### src/rtl/pattern_11010_detector_if.sv
`default_nettype none
// ============================================================================
//  Module      : pattern_11010_detector_if
//  Description : Serial data / detection bundle for the 1-1-0-1-0 detector.
//                master : the side that drives the serial bit and observes
//                         the detection strobe and the match counter.
//                slave  : the detector itself.
//  Signals     : in          - serial data bit, one per clock
//                detected    - Mealy detection strobe
//                match_count - saturating number of detections since reset
//  Revision    : 1.0 - initial release
// ============================================================================
interface pattern_11010_detector_if #(
  parameter int CNT_W = 8
);
  logic             in;
  logic             detected;
  logic [CNT_W-1:0] match_count;

  modport master (
    output in,
    input  detected,
    input  match_count
  );

  modport slave (
    input  in,
    output detected,
    output match_count
  );
endinterface
`default_nettype wire

### src/rtl/pattern_11010_detector.sv
`default_nettype none
// ============================================================================
//  Module      : pattern_11010_detector
//  Description : Overlapping serial sequence detector for 1-1-0-1-0 (first
//                bit received first). The detection strobe is combinational
//                (Mealy): it is high during the cycle in which the final 0
//                is present on the input, before the edge that samples it.
//                A saturating counter tallies detections since reset.
//  Ports       : clk    - system clock, rising-edge active
//                reset  - synchronous, active-high reset
//                bus    - slave side of pattern_11010_detector_if
//                         (in, detected, match_count)
//  Parameters  : CNT_W  - width of the saturating match counter
//  Revision    : 1.0 - initial release
// ============================================================================
module pattern_11010_detector #(
  parameter int CNT_W = 8
) (
  input  wire logic                   clk,
  input  wire logic                   reset,
  pattern_11010_detector_if.slave     bus
);

  // Each state's code equals the length of the pattern prefix currently
  // matched by the tail of the received stream.
  typedef enum logic [2:0] {
    S0 = 3'b000,   // nothing matched
    S1 = 3'b001,   // "1"
    S2 = 3'b010,   // "11"
    S3 = 3'b011,   // "110"
    S4 = 3'b100    // "1101"
  } state_t;

  localparam logic [CNT_W-1:0] CNT_MAX = {CNT_W{1'b1}};
  localparam logic [CNT_W-1:0] CNT_ONE = {{(CNT_W-1){1'b0}}, 1'b1};

  state_t           state;
  state_t           state_next;
  logic             detected;
  logic [CNT_W-1:0] match_count;

  // --------------------------------------------------------------------------
  // State register
  // --------------------------------------------------------------------------
  always_ff @(posedge clk) begin
    if (reset) begin
      state <= S0;
    end else begin
      state <= state_next;
    end
  end

  // --------------------------------------------------------------------------
  // Next-state and Mealy output
  // --------------------------------------------------------------------------
  always_comb begin
    state_next = S0;
    detected   = 1'b0;
    case (state)
      S0: state_next = bus.in ? S1 : S0;
      S1: state_next = bus.in ? S2 : S0;
      // A run of ones always leaves "11" as the useful suffix.
      S2: state_next = bus.in ? S2 : S3;
      S3: state_next = bus.in ? S4 : S0;
      S4: begin
        if (bus.in) begin
          // "11011": the trailing "11" is still a valid prefix.
          state_next = S2;
        end else begin
          // "11010": complete match; no suffix of it is a useful prefix.
          state_next = S0;
          detected   = 1'b1;
        end
      end
      // Unused codes recover to idle without flagging a detection.
      default: begin
        state_next = S0;
        detected   = 1'b0;
      end
    endcase
  end

  // --------------------------------------------------------------------------
  // Saturating detection counter
  // --------------------------------------------------------------------------
  always_ff @(posedge clk) begin
    if (reset) begin
      match_count <= '0;
    end else if (detected && (match_count != CNT_MAX)) begin
      match_count <= match_count + CNT_ONE;
    end
  end

  assign bus.detected    = detected;
  assign bus.match_count = match_count;

endmodule
`default_nettype wire

### src/flat_wrapper.sv
// flat-port wrapper written by rule: the top's interface ports become plain ports
module pattern_11010_detector_flat 
#(
  parameter int CNT_W = 8
)
  (clk, reset, bus_in, bus_detected, bus_match_count);
  pattern_11010_detector_if #(.CNT_W(CNT_W)) bus_i ();
  input  wire logic clk;
  input  wire logic reset;
  input wire logic [$bits(bus_i.in)-1:0] bus_in;
  output wire logic [$bits(bus_i.detected)-1:0] bus_detected;
  output wire logic [$bits(bus_i.match_count)-1:0] bus_match_count;
  assign bus_i.in = bus_in;
  assign bus_detected = bus_i.detected;
  assign bus_match_count = bus_i.match_count;
  pattern_11010_detector #(.CNT_W(CNT_W)) u_core (.clk(clk), .reset(reset), .bus(bus_i));
endmodule
### config.mk
export PLATFORM = sky130hd
export DESIGN_NAME = pattern_11010_detector_flat
export DESIGN_NICKNAME = d
export VERILOG_FILES = /design/src/rtl/pattern_11010_detector_if.sv /design/src/rtl/pattern_11010_detector.sv /design/src/flat_wrapper.sv
export SDC_FILE = /design/constraint.sdc
export NUM_CORES = 1
export LEC_CHECK = 0
export BUFFER_PORTS_ARGS = -buffer_cell sky130_fd_sc_hd__buf_2
export CAP_MARGIN = 30
export CORE_AREA = 8 8 45 47
export CTS_BUF_LIST = sky130_fd_sc_hd__clkbuf_2 sky130_fd_sc_hd__clkbuf_4 sky130_fd_sc_hd__clkbuf_8
export DETAILED_ROUTE_END_ITERATION = 6
export DIE_AREA = 0 0 53 55
export SLEW_MARGIN = 20
export SYNTH_ARGS = -nofsm -noshare
export SYNTH_HDL_FRONTEND = slang
export SYNTH_SLANG_ARGS = --single-unit
### constraint.sdc
create_clock -name clk -period 3.4 [get_ports clk]
set_input_delay 0.51 -clock clk [delete_from_list [all_inputs] [get_ports clk]]
set_output_delay 0.51 -clock clk [all_outputs]
set_load 0.02 [all_outputs]
# Word-level counts from Yosys, hierarchy flattened
# Cells that the tools add are included.
[totals] ff_bits=11 latch_bits=0 mem_bits_rw=0 romBits=0 out_inout_bits=9 wordCells=18 memories=0
[classes] n_addsub=1 multipliers=0 div_mod_pow=0 order_cmp=0 eq_ne=5 n_shift=0 mux=7 bitwise=0 n_reduce_logical=3
[ops] op="case mux 3 bit (4 select lines)" count=1
[ops] op="adder 8 x 1 -> 8 bit, second input constant" count=1
[ops] op="!= test 8 bit, second input constant" count=1
[ops] op="equality test 3 x 2 -> 1 bit, second input constant" count=2
[ops] op="two-way mux 1 bit" count=4
[ops] op="equality test 3 x 1 -> 1 bit, second input constant" count=1
[ops] op="equality test 3 bit, second input constant" count=1
[ops] op="logical NOT 3 bit" count=1
[ops] op="two-way mux 3 bit" count=1
[ops] op="two-way mux 2 bit" count=1
[ops] op="OR reduction 2 bit" count=1
[ops] op="logical AND 1 bit" count=1

# Logic depth before layout (Yosys ltp)
# Gate-level depths: netlist of the first run.
[depth] ltp_word=3 depth_mapped=5

# Worst setup path before layout of the first run
# No wires, ideal clock.
[synth_path] kind="input -> output" from="input bus_in" to="output bus_detected" t_arrival_ps=1324 required_time_ps=2890 setup_slack_ps=1566 cell_stages=3 cell_sequence="or4b_1 clkbuf_2 inv_1"
[synth_via] elab_chain_cells=2
[synth_lines] item="start: declaration" line_no="flat_wrapper.sv:10" source="input wire logic [$bits(bus_i.in)-1:0] bus_in;"
[synth_lines] item="two-way mux 1 bit" line_no="pattern_11010_detector.sv:66" source="if (bus.in) begin"
[synth_lines] item="two-way mux 1 bit" line_no="pattern_11010_detector.sv:59" source="case (state)"
[synth_lines] item="end: declaration" line_no="flat_wrapper.sv:11" source="output wire logic [$bits(bus_i.detected)-1:0] bus_detected;"
# Every way passes these cells.

# Worst setup path in the final report of the first run
[layout_path] from="register u_core.state[1]" to="output bus_detected"
[layout_via] elab_chain_cells=2
[layout_lines] item="start: declaration" line_no="pattern_11010_detector.sv:37" source="state_t state;"
[layout_lines] item="start signal: assignment" line_no="pattern_11010_detector.sv:49" source="state <= state_next;"
[layout_lines] item="equality test 3 bit" line_no="pattern_11010_detector.sv:59"
[layout_lines] item="two-way mux 1 bit" line_no="pattern_11010_detector.sv:59"
# Every way passes these cells.

==> reports/qor.tcl, run 1 <==
set qor(critical_path_class) {flip-flop to output pin}
set qor(ios) 12
set qor(cp_max_fo) 7
set qor(grt_pass1_vias) 448
set qor(layout_min_cycle_time_ns) 2.14
set qor(synthesis.nets) 66
set qor(detailed_place_hpwl_um) 848
set qor(area_growth_pct) 14.1
set qor(status) {finished, final reports clean}
set qor(ys_types) 29
set qor(hold_violations) 0
set qor(utilization_pct) 46.7
set qor(r2r_slack_ns) 1.65
set qor(drive_above_1_share_pct) 23.0
set qor(antenna_violations_before_repair) 0
set qor(postSynthCellCount) 62
set qor(floorplan.rows) 14
set qor(critical_path_required_ns) 2.89
set qor(fin_skew_ns) 0.00134
set qor(slew_headroom_pct) 81.5
set qor(clk_sinks) 11
set qor(sequential_cell_area_um2) 220
set qor(timing.final.crit_share_pct) 62.9
set qor(totalWireLength_um) 1150
set qor(max_slew_violation_count) 0
set qor(setup_viol) 0
set qor(clk_transition_reported_paths_ns) 0.07
set qor(die_area_mm2) 0.00292
set qor(detail_route.first_pass.iterations) 4
set qor(post-cts-setup-buffers) 0
set qor(htree_levels) 1
set qor(synth_sequential_area_ratio_pct) 38.9
set qor(core_area_mm2) 0.00138
set qor(endpoint_kind) {output pin}
set qor(tightestPinTransition_ns) 0.277
set qor(nFillCells) 151
set qor(vdd_ir_max_mv) 0.185
set qor(cts_resized) 0
set qor(post-route-drc-count) 0
set qor(fp.dieH_um) 55
set qor(floorplan.die.width_um) 53
set qor(cp_data_arrival_time_ns) 1.63
set qor(number_of_cts_inserted_buffers) 3
set qor(antenna-diode-count) 0
set qor(vias) 513
set qor(io_buffers) 11
set qor(leakage_nw) 0.272
set qor(initial_utilization_pct) 41.0
set qor(setup_repair_after_global_routing_missed_its_margin) {false}
set qor(avgSynthCellArea_um2) 9.14
set qor(clock_path_buffers) 2
set qor(syn-cell-area_um2) 567
set qor(avgRoutedWirePerCell_um) 12.8
set qor(grt-ovfl-total) 0
set qor(power-per-cell-area_mw_per_mm2) 368
set qor(ys_ff_latch) 11
set qor(pin_count_of_the_biggest_net_entering_global_routing) 15
set qor(final_antenna_net_count) 0
set qor(timing.critical_path.slowest_cell_delay_ns) 0.64
set qor(tns_ns) 0
set qor(drt_iter0_markers) 17
set qor(design.final.nets) 79
set qor(global_route_usage_over_all_layers_pct) 8.26
set qor(clock_tree.root_cell) {sky130_fd_sc_hd__clkbuf_4}
set qor(cap_violations) 0
set qor(critical_path.startpoint_type) {flip-flop}
set qor(vias_per_cell) 5.70
set qor(worst_skew_pair.late_latency_ns) 0.26
set qor(min_path_type) {flip-flop to flip-flop}
set qor(critical_path_cell_list) {or4b_1, inv_1, buf_2}
set qor(yosysWarnings) 0
set qor(timing.critical_path.slowest_stage_cell) {sky130_fd_sc_hd__or4b_1}
set qor(cts_tree) {done}
set qor(max_freq_mhz) 468
set qor(multi_input_area_um2) 310
set qor(hold_buffers) 0
set qor(first_pass_grt_wire_length_um) 1760
set qor(gp_routability_congestion) 0.697
## final timing paths
check             startpoint                   endpoint  cells past startpoint
max          u_core.state[1]               bus_detected                      3
min          u_core.state[1]            u_core.state[2]                      2
max reg2reg  u_core.state[1]  u_core.bus.match_count[0]                      3
min reg2reg  u_core.state[1]            u_core.state[2]                      2
## Yosys cell counts, drive strengths merged
| library cell | count | share of area (%) |
|---|---|---|
| nor2 | 3 | 2.0 |
| nor3b | 1 | 1.3 |
| nor2b | 2 | 2.2 |
| a41oi | 2 | 3.1 |
| nand2b | 2 | 2.2 |
| xnor2 | 1 | 1.5 |
| mux2i | 1 | 1.8 |
| ha | 1 | 2.2 |
| dfxtp | 11 | 39 |
| a31oi | 2 | 2.2 |
| and4 | 1 | 1.5 |
| nand2 | 2 | 1.3 |
| mux2 | 2 | 4.0 |
| a211oi | 4 | 5.3 |
| nand3 | 3 | 2.6 |
| buf | 1 | 2.0 |
| and2 | 2 | 2.2 |
| or4 | 1 | 1.3 |
| a21oi | 3 | 2.6 |
| o31ai | 1 | 1.3 |
| and3 | 4 | 4.4 |
| nor4 | 2 | 2.2 |
| clkbuf | 1 | 0.88 |
| xor2 | 1 | 1.5 |
| or4b | 1 | 1.8 |
| dlygate4sd1 | 1 | 1.5 |
| nor3 | 1 | 0.88 |
| a311oi | 2 | 3.1 |
| inv | 3 | 2.0 |
## per-layer routing
| layer | wire [µm] | global-route usage (%) | vias to the layer above |
|---|---|---|---|
| met3 | 87 | 2.94 | 2 |
| li1 | - | - | 260 |
| met4 | 10 | 7.76 | 0 |
| met5 | 0 | 0 | - |
| met1 | 534 | 8.40 | 241 |
| met2 | 521 | 13.1 | 10 |
## through the flow
| stage | total power, mW | area (µm²) | worst slack, ns | hold WS [ns] | std cells |
|---|---|---|---|---|---|
| floorplan | 0.143 | 567 | 1.57 | 0.467 | 62 |
| global route | 0.251 | 647 | 1.18 | 0.523 | 90 |
| CTS | 0.244 | 647 | 1.25 | 0.508 | 90 |
| finish | 0.238 | 647 | 1.26 | 0.506 | 90 |
| detailed placement | 0.145 | 617 | 1.29 | 0.499 | 86 |
| global placement | 0.145 | 617 | 1.30 | 0.496 | 86 |
## state kept, by name (all words and copies together) (netlist names)
register                count
u_core.bus.match_count      8
u_core.state                3
## area by class of cell
cell class              count  share of cell area, %
flip-flops and latches     11                   34.0
well taps                  16                   3.09
repair buffers             11                   8.51
multi-input cells          45                   48.0
inverters                   3                   1.74
clock buffers               4                   4.64
## critical path, delay by kind of cell, from the launching register on
family        cells  cell delay [ns]
flops             1             0.34
simple gates      1             0.64
buf+inv           2             0.38
## where the power goes
| group | total, mW | leakage, nW | switching [mW] | internal, mW |
|---|---|---|---|---|
| registers | 0.133 | 0.0889 | 0.00248 | 0.131 |
| logic | 0.00941 | 0.165 | 0.00514 | 0.00427 |
| clock network | 0.0955 | 0.0184 | 0.0422 | 0.0533 |
## kinds of logic (layout without fill, tap and decap cells)
kind of cell / count (synthesis) / in the layout / share of synthesized area [%]
adder cells (fa/ha/maj): 1 / 1 / 2.21
multiplexers: 3 / 3 / 5.74
AND/OR/NAND/NOR: 25 / 25 / 26.0
flip-flops: 11 / 11 / 38.9
buffers and inverters: 6 / 18 / 6.40
XOR/XNOR: 2 / 2 / 3.09
AO/OA/AOI/OAI: 14 / 14 / 17.7
## placed cells by master (no fill, tap or decap), drive strengths merged
master   n
a211oi   4
a21oi    3
a311oi   2
a31oi    2
a41oi    2
and2     2
and3     4
and4     1
buf     11
clkbuf   4
dfxtp   11
ha       1
inv      3
mux2     2
mux2i    1
nand2    2
nand2b   2
nand3    3
nor2     3
nor2b    2
nor3     1
nor3b    1
nor4     2
o31ai    1
or4      1
or4b     1
xnor2    1
xor2     1
Power figures use the tool's default switching activity.
==> run 2: changes to the inputs <==
clock period = 2 ns   (was 3.4 ns; I/O delays follow)
==> run 2 against run 1 <==
Against the previous run:
- cell area grew 0.58%
- non-clock buffer count stayed put
- hold slack worse by 0.19 ns
- global-route usage grew 0.85 points
- total power up 73%
- highest routed layer unchanged
==> reports/qor.tcl, run 2 (same netlist as run 1, synthesis figures left out) <==
set qor(status) {finished, final reports clean}
set qor(fp.dieH_um) 55 ;# unchanged
set qor(antenna-diode-count) 0 ;# unchanged
set qor(die_area_mm2) 0.00292 ;# unchanged
set qor(cap_violations) 0 ;# unchanged
set qor(gp_routability_congestion) 0.756 ;# +8.5%
set qor(first_pass_grt_wire_length_um) 1950 ;# +11%
set qor(post-route-drc-count) 0 ;# unchanged
set qor(worst_skew_pair.late_latency_ns) 0.27 ;# about the same
set qor(layout_top_registers) {u_core.bus.match_count (8), u_core.state (3)}
set qor(hold_buffers) 0 ;# unchanged
set qor(layout_min_cycle_time_ns) 1.87
set qor(initial_utilization_pct) 41.0 ;# unchanged
set qor(min_from) {bus_in}
set qor(timing.final.crit_share_pct) 93.6
set qor(pin_count_of_the_biggest_net_entering_global_routing) 15 ;# unchanged
set qor(cts_tree) {done}
set qor(cp_data_arrival_time_ns) 1.57 ;# -0.06 ns
set qor(fin_skew_ns) 0.00846 ;# +0.00712 ns
set qor(finish.cell_count_without_fillers) 90 ;# unchanged
set qor(vias) 505 ;# -1.6%
set qor(number_of_cts_inserted_buffers) 3 ;# unchanged
set qor(tightestPinTransition_ns) 0.258 ;# -0.0189 ns
set qor(cp_max_fo) 7 ;# unchanged
set qor(sequential_cell_area_um2) 220 ;# unchanged
set qor(nFillCells) 150 ;# -0.66%
set qor(min_path_type) {input port to flip-flop}
set qor(global_route_usage_over_all_layers_pct) 9.11 ;# +0.85 points
set qor(vdd_ir_max_mv) 0.273 ;# +48%
set qor(ios) 12 ;# unchanged
set qor(r2r-start) {u_core.state[1]}
set qor(final_antenna_net_count) 0 ;# unchanged
set qor(max_freq_mhz) 534
set qor(io_buffers) 11 ;# unchanged
set qor(startpoint) {u_core.state[1]}
set qor(area_growth_pct) 14.8
set qor(post-layout-total-power_mw) 0.411 ;# +73%
set qor(registers.top_by_ff_count) {u_core.bus.match_count}
set qor(detail_route.first_pass.iterations) 4 ;# unchanged
set qor(vias_per_cell) 5.61 ;# -1.6%
set qor(grt-ovfl-total) 0 ;# unchanged
set qor(critical_path_required_ns) 1.70 ;# -1.19 ns
set qor(endpoint_kind) {output pin}
set qor(post-cts-setup-buffers) 0 ;# unchanged
set qor(clk_sinks) 11 ;# unchanged
set qor(detailed_place_hpwl_um) 879 ;# +3.6%
set qor(drive_above_1_share_pct) 24.3 ;# +1.4 points
set qor(cts_resized) 0 ;# unchanged
set qor(placedCellCount) 86 ;# unchanged
set qor(max_slew_violation_count) 0 ;# unchanged
set qor(layout_common_cells) {sky130_fd_sc_hd__buf_2 (11), sky130_fd_sc_hd__dfxtp_1 (11), sky130_fd_sc_hd__and3_1 (4), sky130_fd_sc_hd__a211oi_1 (4), sky130_fd_sc_hd__clkbuf_4 (4)}
set qor(power-per-cell-area_mw_per_mm2) 632 ;# +72%
set qor(avgRoutedWirePerCell_um) 13.3 ;# +3.6%
set qor(setup_viol) 0 ;# unchanged
set qor(hold_violations) 0 ;# unchanged
set qor(multi_input_area_um2) 314 ;# +1.2%
set qor(floorplan.die.width_um) 53 ;# unchanged
set qor(hold_path_depth) 3 ;# +1
set qor(antenna_violations_before_repair) 0 ;# unchanged
set qor(grt_pass1_vias) 444 ;# -0.89%
set qor(leakage_nw) 0.275 ;# +0.79%
set qor(largest_register_ff_count) 8 ;# unchanged
set qor(clk_transition_reported_paths_ns) 0.07 ;# about the same
set qor(worst_hold_slack_ns) 0.321 ;# -0.185 ns
set qor(clock_path_buffers) 2 ;# unchanged
set qor(floorplan.rows) 14 ;# unchanged
set qor(drt_iter0_markers) 2 ;# -15
set qor(totalWireLength_um) 1200 ;# +3.6%
set qor(htree_levels) 1 ;# unchanged
set qor(design.final.nets) 79 ;# unchanged
set qor(tns_ns) 0 ;# unchanged
set qor(core_area_mm2) 0.00138 ;# unchanged
set qor(critical_path_class) {flip-flop to output pin}
set qor(critical_path.startpoint_type) {flip-flop}
set qor(worst_r2r_path_cells) 3 ;# unchanged
set qor(setup_repair_after_global_routing_missed_its_margin) {false}
set qor(clock_tree.root_cell) {sky130_fd_sc_hd__clkbuf_4}
set qor(slew_headroom_pct) 82.7 ;# +1.2 points
-- run 2: cell counts in the layout (fill, tap and decap cells not counted) --
Identical to the previous run, type by type.
-- run 2: worst paths after layout --
check,to,slack [ns]
worst max-delay path,bus_detected,0.13
worst min-delay path,u_core.state[2],0.32
worst max register to register,u_core.bus.match_count[3],0.32
worst min register to register,u_core.state[2],0.51
-- run 2: where the power goes --
part | internal, mW | leakage [nW] | total, mW | switching, mW
clock network | 0.0908 | 0.0184 | 0.169 | 0.0782
registers | 0.222 | 0.0889 | 0.226 | 0.00428
logic | 0.00732 | 0.167 | 0.0160 | 0.00873
total | 0.320 | 0.275 | 0.411 | 0.0912
-- run 2: area by class of cell --
cell class | count | share of cell area (%)
multi-input cells | 45 | 48.3
flip-flops and latches | 11 | 33.8
clock buffers | 4 | 4.62
well taps | 16 | 3.08
inverters | 3 | 1.73
repair buffers | 11 | 8.46
-- run 2: routing by layer --
metal  routed length, µm  GRT usage, %
met1                 581          11.2
met2                 497          12.5
met3                  84          2.94
met4                  32          7.76
met5                   0             0
-- run 2: worst max-delay path: stages, from the launching register on --
cell	delay [ns]
sky130_fd_sc_hd__dfxtp_1	0.35
sky130_fd_sc_hd__or4b_4	0.59
sky130_fd_sc_hd__inv_1	0.17
sky130_fd_sc_hd__buf_2	0.19
-- run 2: stage by stage --
stage	setup WS (ns)	utilization, %	cell area (µm²)
after floorplan	0.340	-	567
after global placement	0.196	44.6	617
after detailed placement	0.204	44.6	617
after CTS	0.0439	46.7	647
after global routing	0.0426	47.0	651
final	0.128	47.0	651
